==> src/rtl/alu_pipe.sv <==
// Two-stage pipelined ALU with valid/ready on both sides and an internal carry flag.
// Optional macro ALU_PARITY_EN adds a registered parity output of the result.
module alu_pipe #(
  parameter int WIDTH = 8,
  parameter int CTL_W = 4
) (
  input  logic             clk,
  input  logic             reset,
  input  logic             in_valid,
  output logic             in_ready,
  input  logic [WIDTH-1:0] a,
  input  logic [WIDTH-1:0] b,
  input  logic [CTL_W-1:0] ctl,
  input  logic             cf_wr,
  input  logic             cf_wdata,
  output logic             out_valid,
  input  logic             out_ready,
  output logic [WIDTH-1:0] result,
  output logic             carry,
  output logic             zero,
  output logic             neg,
  output logic             ovf,
  output logic             err,
  output logic             cflag
`ifdef ALU_PARITY_EN
  ,
  output logic             parity
`endif
);

  localparam logic [WIDTH:0] ONE     = {{WIDTH{1'b0}}, 1'b1};
  localparam logic [WIDTH:0] ALL_ONE = {1'b0, {WIDTH{1'b1}}};

  // Handshake: a beat transfers on a side when valid && ready at the rising edge.
  // S2 advances whenever its output register is empty or being consumed;
  // in_ready depends only on registered state and out_ready, never on in_valid.
  logic             s2_adv;

  logic             s1_valid_q, s1_valid_d;
  logic [WIDTH-1:0] s1_a_q, s1_a_d;
  logic [WIDTH-1:0] s1_b_q, s1_b_d;
  logic [CTL_W-1:0] s1_ctl_q, s1_ctl_d;

  logic             out_valid_q, out_valid_d;
  logic [WIDTH-1:0] result_q, result_d;
  logic             carry_q, carry_d;
  logic             zero_q, zero_d;
  logic             neg_q, neg_d;
  logic             ovf_q, ovf_d;
  logic             err_q, err_d;
  logic             cflag_q, cflag_d;

  logic [WIDTH:0]   sum;
  logic [WIDTH-1:0] r;
  logic [WIDTH-1:0] bp;
  logic             co;
  logic             legal;
  logic             arith;
  logic             ovf_c;
  logic [WIDTH:0]   cin_ext;

  assign s2_adv   = !out_valid_q || out_ready;
  assign in_ready = !s1_valid_q || s2_adv;
  assign cin_ext  = {{WIDTH{1'b0}}, cflag_q};

  always_comb begin
    s1_valid_d = s1_valid_q;
    s1_a_d     = s1_a_q;
    s1_b_d     = s1_b_q;
    s1_ctl_d   = s1_ctl_q;
    if (in_ready) begin
      s1_valid_d = in_valid;
      if (in_valid) begin
        s1_a_d   = a;
        s1_b_d   = b;
        s1_ctl_d = ctl;
      end
    end
  end

  always_comb begin
    sum   = '0;
    r     = '0;
    co    = 1'b0;
    legal = 1'b1;
    arith = 1'b0;
    bp    = s1_b_q;
    case (s1_ctl_q)
      4'd0: r = s1_a_q;
      4'd1: begin sum = {1'b0, s1_b_q} + ONE; r = sum[WIDTH-1:0]; co = sum[WIDTH]; end
      4'd2: begin sum = {1'b0, s1_b_q} + ALL_ONE; r = sum[WIDTH-1:0]; co = sum[WIDTH]; end
      4'd3: begin
        arith = 1'b1;
        sum   = {1'b0, s1_a_q} + {1'b0, s1_b_q};
        r     = sum[WIDTH-1:0];
        co    = sum[WIDTH];
      end
      4'd4: begin
        arith = 1'b1;
        sum   = {1'b0, s1_a_q} + {1'b0, s1_b_q} + cin_ext;
        r     = sum[WIDTH-1:0];
        co    = sum[WIDTH];
      end
      4'd5: begin
        arith = 1'b1;
        bp    = ~s1_b_q;
        sum   = {1'b0, s1_a_q} + {1'b0, ~s1_b_q} + ONE;
        r     = sum[WIDTH-1:0];
        co    = sum[WIDTH];
      end
      4'd6: begin
        arith = 1'b1;
        bp    = ~s1_b_q;
        sum   = {1'b0, s1_a_q} + {1'b0, ~s1_b_q} + cin_ext;
        r     = sum[WIDTH-1:0];
        co    = sum[WIDTH];
      end
      4'd7:  r = s1_a_q & s1_b_q;
      4'd8:  r = s1_a_q | s1_b_q;
      4'd9:  r = s1_a_q ^ s1_b_q;
      4'd10: begin r = {s1_b_q[WIDTH-2:0], 1'b1};    co = s1_b_q[WIDTH-1]; end
      4'd11: begin r = {1'b0, s1_b_q[WIDTH-1:1]};    co = s1_b_q[0];       end
      4'd12: begin r = {s1_b_q[WIDTH-2:0], cflag_q}; co = s1_b_q[WIDTH-1]; end
      4'd13: begin r = {cflag_q, s1_b_q[WIDTH-1:1]}; co = s1_b_q[0];       end
      default: legal = 1'b0;
    endcase
    // Signed overflow: operands agree in sign but the result does not.
    ovf_c = arith && (s1_a_q[WIDTH-1] == bp[WIDTH-1]) && (r[WIDTH-1] != s1_a_q[WIDTH-1]);
  end

  always_comb begin
    out_valid_d = out_valid_q;
    result_d    = result_q;
    carry_d     = carry_q;
    zero_d      = zero_q;
    neg_d       = neg_q;
    ovf_d       = ovf_q;
    err_d       = err_q;
    cflag_d     = cflag_q;
    if (s2_adv) begin
      out_valid_d = s1_valid_q;
      if (s1_valid_q) begin
        result_d = legal ? r : '0;
        carry_d  = legal && co;
        zero_d   = legal && (r == '0);
        neg_d    = legal && r[WIDTH-1];
        ovf_d    = legal && ovf_c;
        err_d    = !legal;
        if (legal) cflag_d = co;
      end
    end
    if (cf_wr) cflag_d = cf_wdata;
  end

  always_ff @(posedge clk or posedge reset) begin
    if (reset) begin
      s1_valid_q  <= 1'b0;
      s1_a_q      <= '0;
      s1_b_q      <= '0;
      s1_ctl_q    <= '0;
      out_valid_q <= 1'b0;
      result_q    <= '0;
      carry_q     <= 1'b0;
      zero_q      <= 1'b0;
      neg_q       <= 1'b0;
      ovf_q       <= 1'b0;
      err_q       <= 1'b0;
      cflag_q     <= 1'b0;
    end else begin
      s1_valid_q  <= s1_valid_d;
      s1_a_q      <= s1_a_d;
      s1_b_q      <= s1_b_d;
      s1_ctl_q    <= s1_ctl_d;
      out_valid_q <= out_valid_d;
      result_q    <= result_d;
      carry_q     <= carry_d;
      zero_q      <= zero_d;
      neg_q       <= neg_d;
      ovf_q       <= ovf_d;
      err_q       <= err_d;
      cflag_q     <= cflag_d;
    end
  end

`ifdef ALU_PARITY_EN
  logic parity_q, parity_d;

  always_comb begin
    parity_d = parity_q;
    if (s2_adv && s1_valid_q) parity_d = legal ? ^r : 1'b0;
  end

  always_ff @(posedge clk or posedge reset) begin
    if (reset) parity_q <= 1'b0;
    else       parity_q <= parity_d;
  end

  assign parity = parity_q;
`endif

  assign out_valid = out_valid_q;
  assign result    = result_q;
  assign carry     = carry_q;
  assign zero      = zero_q;
  assign neg       = neg_q;
  assign ovf       = ovf_q;
  assign err       = err_q;
  assign cflag     = cflag_q;

endmodule

==> config.mk <==
export PLATFORM = sky130hd
export DESIGN_NAME = alu_pipe
export DESIGN_NICKNAME = d
export VERILOG_FILES = /design/src/rtl/alu_pipe.sv
export SDC_FILE = /design/constraint.sdc
export NUM_CORES = 1
export LEC_CHECK = 0
export ABC_AREA = 1
export CORE_MARGIN = 3
export CORE_UTILIZATION = 59
export CTS_BUF_LIST = sky130_fd_sc_hd__clkbuf_8
export CTS_CLUSTER_DIAMETER = 30
export DETAILED_ROUTE_END_ITERATION = 8
export GPL_ROUTABILITY_DRIVEN = 0
export HOLD_SLACK_MARGIN = 0.03
export MAX_ROUTING_LAYER = met4
export PLACE_DENSITY = 0.84
export SYNTH_ARGS = -nofsm -noshare
export SYNTH_HDL_FRONTEND = slang
export SYNTH_SLANG_ARGS = --single-unit
export TNS_END_PERCENT = 10
==> constraint.sdc <==
create_clock -name clk -period 3.4 [get_ports clk]
set_input_delay 0.68 -clock clk [delete_from_list [all_inputs] [get_ports clk]]
set_output_delay 0.68 -clock clk [all_outputs]
set_load 0.03 [all_outputs]
==> results of run 1 <==
-- registers in the layout, indices dropped and copies added (netlist names) --
| name | cells |
|---|---|
| s1_valid_q | 1 |
| zero | 1 |
| carry | 1 |
| err | 1 |
| s1_ctl_q | 4 |
| out_valid | 1 |
| s1_b_q | 8 |
| result | 8 |
| s1_a_q | 8 |
| ovf | 1 |
| cflag | 1 |
-- final cells by class --
class | instances | area (um^2) | share of cell area
well taps | 75 | 93.8 | 0.0217
clock inverters | 1 | 7.51 | 0.00174
inverters | 84 | 315 | 0.0730
flip-flops and latches | 35 | 876 | 0.203
multi-input cells | 492 | 2530 | 0.587
repair buffers | 43 | 425 | 0.0984
clock buffers | 5 | 68.8 | 0.0159
-- layout by cell type, fill, tap and decap left out --
cell / instances
nor3_2: 2
xor2_1: 2
or2_0: 1
clkinv_1: 1
o21ai_1: 6
nor3_1: 4
clkbuf_8: 5
nand3_1: 66
o211ai_1: 2
a21oi_2: 1
nand4_1: 14
a22oi_1: 5
inv_1: 78
dfrtp_1: 35
buf_4: 2
fa_1: 2
mux2_2: 1
nor2_2: 8
o2111ai_1: 1
o21ai_0: 26
a211oi_2: 1
nor4_1: 1
o22ai_1: 11
ha_1: 32
nor2_1: 82
nand2_1: 177
a21oi_1: 34
nand3b_1: 3
clkdlybuf4s50_1: 41
clkinvlp_4: 1
nand2_2: 8
nor2_4: 1
inv_2: 5
o31ai_1: 1
-- final timing paths --
check / startpoint / to / slack [ns] / cells past startpoint
max reg2reg: s1_b_q[0] / zero / 0.46 / 17
min in group asynchronous: reset / ovf / 0.78 / 2
max in group asynchronous: reset / s1_a_q[5] / 1.94 / 3
min: carry / carry / 0.49 / 2
max: s1_b_q[0] / zero / 0.46 / 17
min reg2reg: carry / carry / 0.49 / 2
-- routing by layer --
metal  up-vias  wire, um  global-route usage
met1      1930      4640               0.412
li1       2099         -                   -
met2       245      5160               0.496
met5         -         0                   -
met4         0       286               0.108
met3        34      1110              0.0548
-- synth_stat cells, drive strengths merged --
| master | instances | area [um^2] |
|---|---|---|
| nor4 | 1 | 6.26 |
| dfrtp | 35 | 876 |
| nand2 | 185 | 714 |
| nand4 | 14 | 87.6 |
| nor2 | 91 | 369 |
| clkbuf | 5 | 18.8 |
| clkinv | 1 | 3.75 |
| o22ai | 11 | 68.8 |
| a22oi | 5 | 37.5 |
| o21ai | 32 | 160 |
| a21oi | 35 | 179 |
| o2111ai | 1 | 8.76 |
| nand3b | 3 | 22.5 |
| o31ai | 1 | 7.51 |
| mux2 | 1 | 11.3 |
| xor2 | 2 | 17.5 |
| fa | 2 | 40.0 |
| ha | 32 | 400 |
| buf | 6 | 41.3 |
| nor3 | 6 | 40.0 |
| a211oi | 1 | 12.5 |
| o211ai | 2 | 15.0 |
| inv | 83 | 312 |
| or2 | 1 | 6.26 |
| nand3 | 66 | 330 |
-- worst min-delay path, delay by kind of cell (launching register included) --
kind	cells	cell delay, ns
DFF	1	0.35
and+or+nand+nor	2	0.11
-- cell families (layout without fill, tap and decap cells) --
logic type / after synthesis / in the layout / synth area share
AO/OA/AOI/OAI: 88 / 88 / 0.129
buffers and inverters: 95 / 133 / 0.0991
adder cells (fa/ha/maj): 34 / 34 / 0.116
flip-flops: 35 / 35 / 0.231
XOR/XNOR: 2 / 2 / 0.00463
multiplexers: 1 / 1 / 0.00297
AND/OR/NAND/NOR: 367 / 367 / 0.416
-- metrics by stage --
stage | total power (W) | hold slack (ns) | utilization | area (um^2) | setup slack, ns
2_1_floorplan | 0.00167 | 0.485 | - | 3790 | 0.967
3_3_place_gp | 0.00207 | 0.464 | 0.700 | 4250 | 0.531
3_5_place_dp | 0.00211 | 0.472 | 0.700 | 4250 | 0.513
4_1_cts | 0.00241 | 0.491 | 0.713 | 4320 | 0.496
5_1_grt | 0.00264 | 0.519 | 0.713 | 4320 | 0.0377
6_report | 0.00244 | 0.487 | 0.713 | 4320 | 0.455
-- power groups by stage --
stage                     Combinational [W]  Sequential (W)  Clock, W
after floorplan                    0.000951        0.000721         0
final                               0.00153        0.000613  0.000295
after global placement              0.00145        0.000616         0
after CTS                           0.00150        0.000613  0.000294
after detailed placement            0.00149        0.000620         0
after global routing                0.00170        0.000625  0.000311
==> results.md, run 1 <==
- CTS Buf Count: 5
- Post-layout net count: 721
- DIE HEIGHT: 86.1 um
- Initial Util: 0.625
- Pint: 0.00115 W
- Number of global-route vias before repair: about 3800
- Remaining antenna violation count: 0
- CTS Root Cell: clkbuf_8
- N_diodes: 0
- Sw power: 0.00129 W
- First-pass GRT wire length: 18300 um
- Slowest CP cell: fa_1
- Setup crit start kind: flip-flop
- Port Buffers: 41
- Core ar.: 0.00606 mm^2
- Setup TNS: 0 ns
- Worst path cell trace: inv_1 -> ha_1 -> inv_1 -> fa_1 -> inv_1 -> ha_1 -> nand2_1 -> nand2_1 -> nor2_1 -> nand3_1 -> nor2_1 -> nand3_1 -> nor2_1 -> nand2_1 -> nor2_1 -> nand3_1 -> nand2_1
- WP data arrival: 3.18 ns
- Largest net degree at the start of global routing: a little over 40
- Placed insts: 729
- Hold/Removal Path Class: reg -> reg
- Register area share after synthesis: 0.231
- Reg power frac: 0.251
- Hold buffers post-CTS: 0
- Final wirelength: 11200 um
- RSZ-0062 raised after global routing: false
- Setup-failing EPs final: 0
- Comb pwr share: 0.628
- Layout Cells excl Fill: 735
- Lkg Pwr: around 2.2 nW
- Status: finished, final reports clean
- Final worst path period share: 0.866
- Top Family by Delay on Critical Path: simple AND/OR/NAND/NOR gates
- Initial DRC count: 437
- Crit path kind: reg -> reg
- # DRC: 0
- Final min period: 2.94 ns
- Post-CTS sizing: 0
- GRT Total Usage: 0.316
- Die area: 0.00741 mm^2
- Number of max-cap violations: 0
- Critical path buffers and inverters: 3
- Switching share of power: 0.527
- Post-synthesis net count: 682
- CP required: 3.64 ns
- Share of layout cells above drive strength 1: 0.0530
- Avg WL per Cell: ~15 um
- Post-synthesis cell count: 622
- CTS H-tree depth: 2
- Clk_lat worst skew: 0.29 ns
- Worst-path clk slew: 0.08 ns
- Mapped cell area: 0.00379 mm^2
- # IOs: 42
- Distinct cells, synth: 34
- Clock Path Buffers: 2
- CP max FO: 8
- DP Wirelength: between 8000 and 9000 um
- Pwr Density: 565 mW/mm^2
- Max-slew violation count: 0
- Crit. End Element: flip-flop
- Post-CTS Setup Bufs: 0
- Vias: 4308
- Synth warnings: 0
- Fin. Hold Viols: 0
- Pre-Repair DR Iteration Count: 6
- Clock sink count: 35
- Max Clock Skew: between 0.006 and 0.007 ns
- Fmax: around 340 MHz
- Initial antenna violation count: 0
- Delay of the slowest critical-path stage: around 0.48 ns
- Average cell area after synthesis: slightly above 6 um^2
- Clk pwr share: 0.121
- CTS tree: built
- Filler cell count: between 500 and 600
- Via/cell ratio: 5.86
- Actual slew at the worst max-slew pin: 0.675 ns
- Synth Register Bits: 35
- Area delta synth->final: 14.1%
- Global route overflow: 0
- Slew headroom: 0.549
- Cell Rows: 28
- Max IR drop VDD: a little under 0.5 mV
- Die X: ~86 um
Note: power is estimated with default switching activity, not from simulation.
==> run 2, diff against run 1 <==
--- a/config.mk
+++ b/config.mk
@@ -10,6 +10,7 @@
 export CORE_UTILIZATION = 59
 export CTS_BUF_LIST = sky130_fd_sc_hd__clkbuf_8
 export CTS_CLUSTER_DIAMETER = 30
+export CTS_CLUSTER_SIZE = 16
 export DETAILED_ROUTE_END_ITERATION = 8
 export GPL_ROUTABILITY_DRIVEN = 0
 export HOLD_SLACK_MARGIN = 0.03
==> results of run 2 <==
The final DEF is identical to that of run 1; final timing and power are the same.
==> run 3, diff against run 2 <==
--- a/config.mk
+++ b/config.mk
@@ -13,8 +13,8 @@
 export CTS_CLUSTER_SIZE = 16
 export DETAILED_ROUTE_END_ITERATION = 8
 export GPL_ROUTABILITY_DRIVEN = 0
+export GPL_TIMING_DRIVEN = 0
 export HOLD_SLACK_MARGIN = 0.03
-export MAX_ROUTING_LAYER = met4
 export PLACE_DENSITY = 0.84
 export SYNTH_ARGS = -nofsm -noshare
 export SYNTH_HDL_FRONTEND = slang
==> run 3 against run 2 <==
Compared with the run above:
- critical path depth is 1 lower
- sequential power is 1% lower
- final area is 2.3% higher
- power is 7.4% higher
- maximum frequency is 3.2% lower
- die area stayed put
- first-iteration DRC count is 0.92% higher
- sequential cell count stayed put
- clock power is 57% higher
- non-clock buffer count is 9 higher
- combinational power hardly changed
- cell count is 1.5% higher
- highest routed layer unchanged
==> results.md, run 3 (synthesized netlist as in run 1, its figures left out) <==
- Status: finished, final reports clean
- Worst path cell trace: clkinv_1 -> ha_1 -> buf_2 -> nand2_1 -> nand2_1 -> a21oi_1 -> nand2_1 -> nand2_1 -> nand2_1 -> nand2_1 -> nand2_1 -> nor3_2 -> nand4_1 -> inv_1 -> nand3_1 -> nand2_1
- Final worst path period share: 0.895 (+0.0289)
- Area delta synth->final: 16.8%
- Lkg Pwr: 2.28 nW (+2.5%)
- Clock Path Buffers: 2 (unchanged)
- DIE HEIGHT: 86.1 um (unchanged)
- Number of max-cap violations: 0 (unchanged)
- Port Buffers: 41 (unchanged)
- Clk_lat worst skew: 0.30 ns (about the same)
- Hold EP: zero
- Clock sink count: 35 (unchanged)
- CTS Buf Count: 5 (unchanged)
- Hold depth: 2 (unchanged)
- Pre-Repair DR Iteration Count: 6 (unchanged)
- R2R Path End: zero
- CP max FO: 11 (+3)
- Setup-failing EPs final: 0 (unchanged)
- Initial DRC count: 441 (+0.92%)
- Final min period: 3.04 ns (+0.0983 ns)
- RR Startpoint: s1_b_q[4]
- Clk pwr share: 0.176 (+0.055)
- Fin. Hold Viols: 0 (unchanged)
- Core ar.: 0.00606 mm^2 (unchanged)
- Worst-case reg-to-reg path depth: 16 (-1)
- CTS H-tree depth: 2 (unchanged)
- Worst-path clk slew: 0.07 ns (about the same)
- Vias: 4293 (-0.35%)
- Reg power frac: 0.231 (-0.020)
- Via/cell ratio: 5.75 (-1.8%)
- Slowest CP cell: dfrtp_1
- # IOs: 42 (unchanged)
- Reg2reg setup slack: 0.36 ns (-0.10 ns)
- Actual slew at the worst max-slew pin: 0.723 ns (+0.0473 ns)
- Pint: 0.00133 W (+15%)
- Setup crit start kind: flip-flop
- Critical path startpoint: s1_b_q[4]
- Commonest non-fill, non-tap cell in the layout: nand2_1
- Hold buffers post-CTS: 0 (unchanged)
- Fmax: 329 MHz (-3.2%)
- Die X: 86.1 um (unchanged)
- Post-CTS Setup Bufs: 0 (unchanged)
- GRT Total Usage: 0.309 (-0.00770)
- Cell Rows: 28 (unchanged)
- DP Wirelength: 8790 um (-1.8%)
- Hold/Removal Path Class: reg -> reg
- Most used cell, CP: nand2_1
- Switching share of power: 0.494 (-0.0328)
- Max Clock Skew: 0.00971 ns (+0.00271 ns)
- RSZ-0062 raised after global routing: false
- Crit. End Element: flip-flop
- Avg WL per Cell: 14.9 um (-2.0%)
- Number of global-route vias before repair: 3838 (+0.21%)
- Slew headroom: 0.517 (-0.0318)
- WP data arrival: 3.28 ns (+0.10 ns)
- Delay of the slowest critical-path stage: 0.50 ns (+0.02 ns)
- CTS tree: built
- Post-CTS sizing: 0 (unchanged)
- Sw power: 0.00130 W (+0.74%)
- Pwr Density: 593 mW/mm^2 (+5.0%)
- Largest net degree at the start of global routing: 36 (-12%)
- First-pass GRT wire length: 18400 um (+0.45%)
- # DRC: 0 (unchanged)
- Initial antenna violation count: 0 (unchanged)
- Share of layout cells above drive strength 1: 0.0611 (+0.00807)
- Hold Startpoint: zero
- Final wirelength: 11100 um (-0.56%)
- CTS Root Cell: clkbuf_8
- Global route overflow: 0 (unchanged)
- Most frequent cells in the layout: 177 x nand2_1, 82 x nor2_1, 78 x inv_1
- Setup TNS: 0 ns (unchanged)
- Post-layout net count: 730 (+1.2%)
- Max IR drop VDD: 0.553 mV (+14%)
- N_diodes: 0 (unchanged)
- CP required: 3.64 ns (about the same)
- Comb pwr share: 0.592 (-0.036)
- Total power: 0.00262 W (+7.4%)
- Crit path kind: reg -> reg
- Initial Util: 0.625 (unchanged)
- Remaining antenna violation count: 0 (unchanged)
- Max-slew violation count: 0 (unchanged)
- Die area: 0.00741 mm^2 (unchanged)
[run 3: critical path: cells and delay by family, from the launching register on]
kind / cells / cell delay (ns)
buffers and inverters: 3 / 0.69
AOI/OAI and AO/OA: 1 / 0.22
and+or+nand+nor: 11 / 1.19
adders and majority gates: 1 / 0.40
DFF: 1 / 0.50
[run 3: final cells by class]
cell class	count	area, um^2
plain buffers	11	60.1
well taps	75	93.8
clock inverters	3	63.8
flip-flops and latches	35	876
clock buffers	5	68.8
fillers	497	1640
repair buffers	41	410
multi-input cells	492	2530
inverters	84	315
[run 3: power by group through the flow]
stage          Sequential, W  Combinational (W)  Clock [W]
6_report            0.000607            0.00155   0.000462
5_1_grt             0.000624            0.00172   0.000479
4_1_cts             0.000606            0.00152   0.000462
3_5_place_dp        0.000614            0.00151          0
3_3_place_gp        0.000608            0.00147          0
2_1_floorplan       0.000721           0.000951          0
[run 3: stage by stage]
stage               utilization  hold WS, ns  std cells  setup slack [ns]  cell area, um^2
detailed placement        0.708        0.465        738             0.469             4290
floorplan                     -        0.485        622             0.967             3790
global placement          0.708        0.464        738             0.524             4290
global route              0.730        0.519        746             0.139             4420
finish                    0.730        0.477        746             0.357             4420
CTS                       0.730        0.486        746             0.455             4420
[run 3: worst max path at each step]
stage	cells after the start	endpoint	slack, ns
4_1_cts	15	cflag	0.46
3_3_place_gp	16	ovf	0.52
2_1_floorplan	16	zero	0.97
6_report	16	zero	0.36
5_1_grt	18	ovf	0.14
3_5_place_dp	16	zero	0.47
[run 3: per-layer routing]
layer	vias to the layer above	track usage	share of wire
met4	0	0.104	0.027
met2	244	0.495	0.46
met3	31	0.0480	0.091
met5	-	0	0
met1	1901	0.424	0.42
li1	2117	-	-
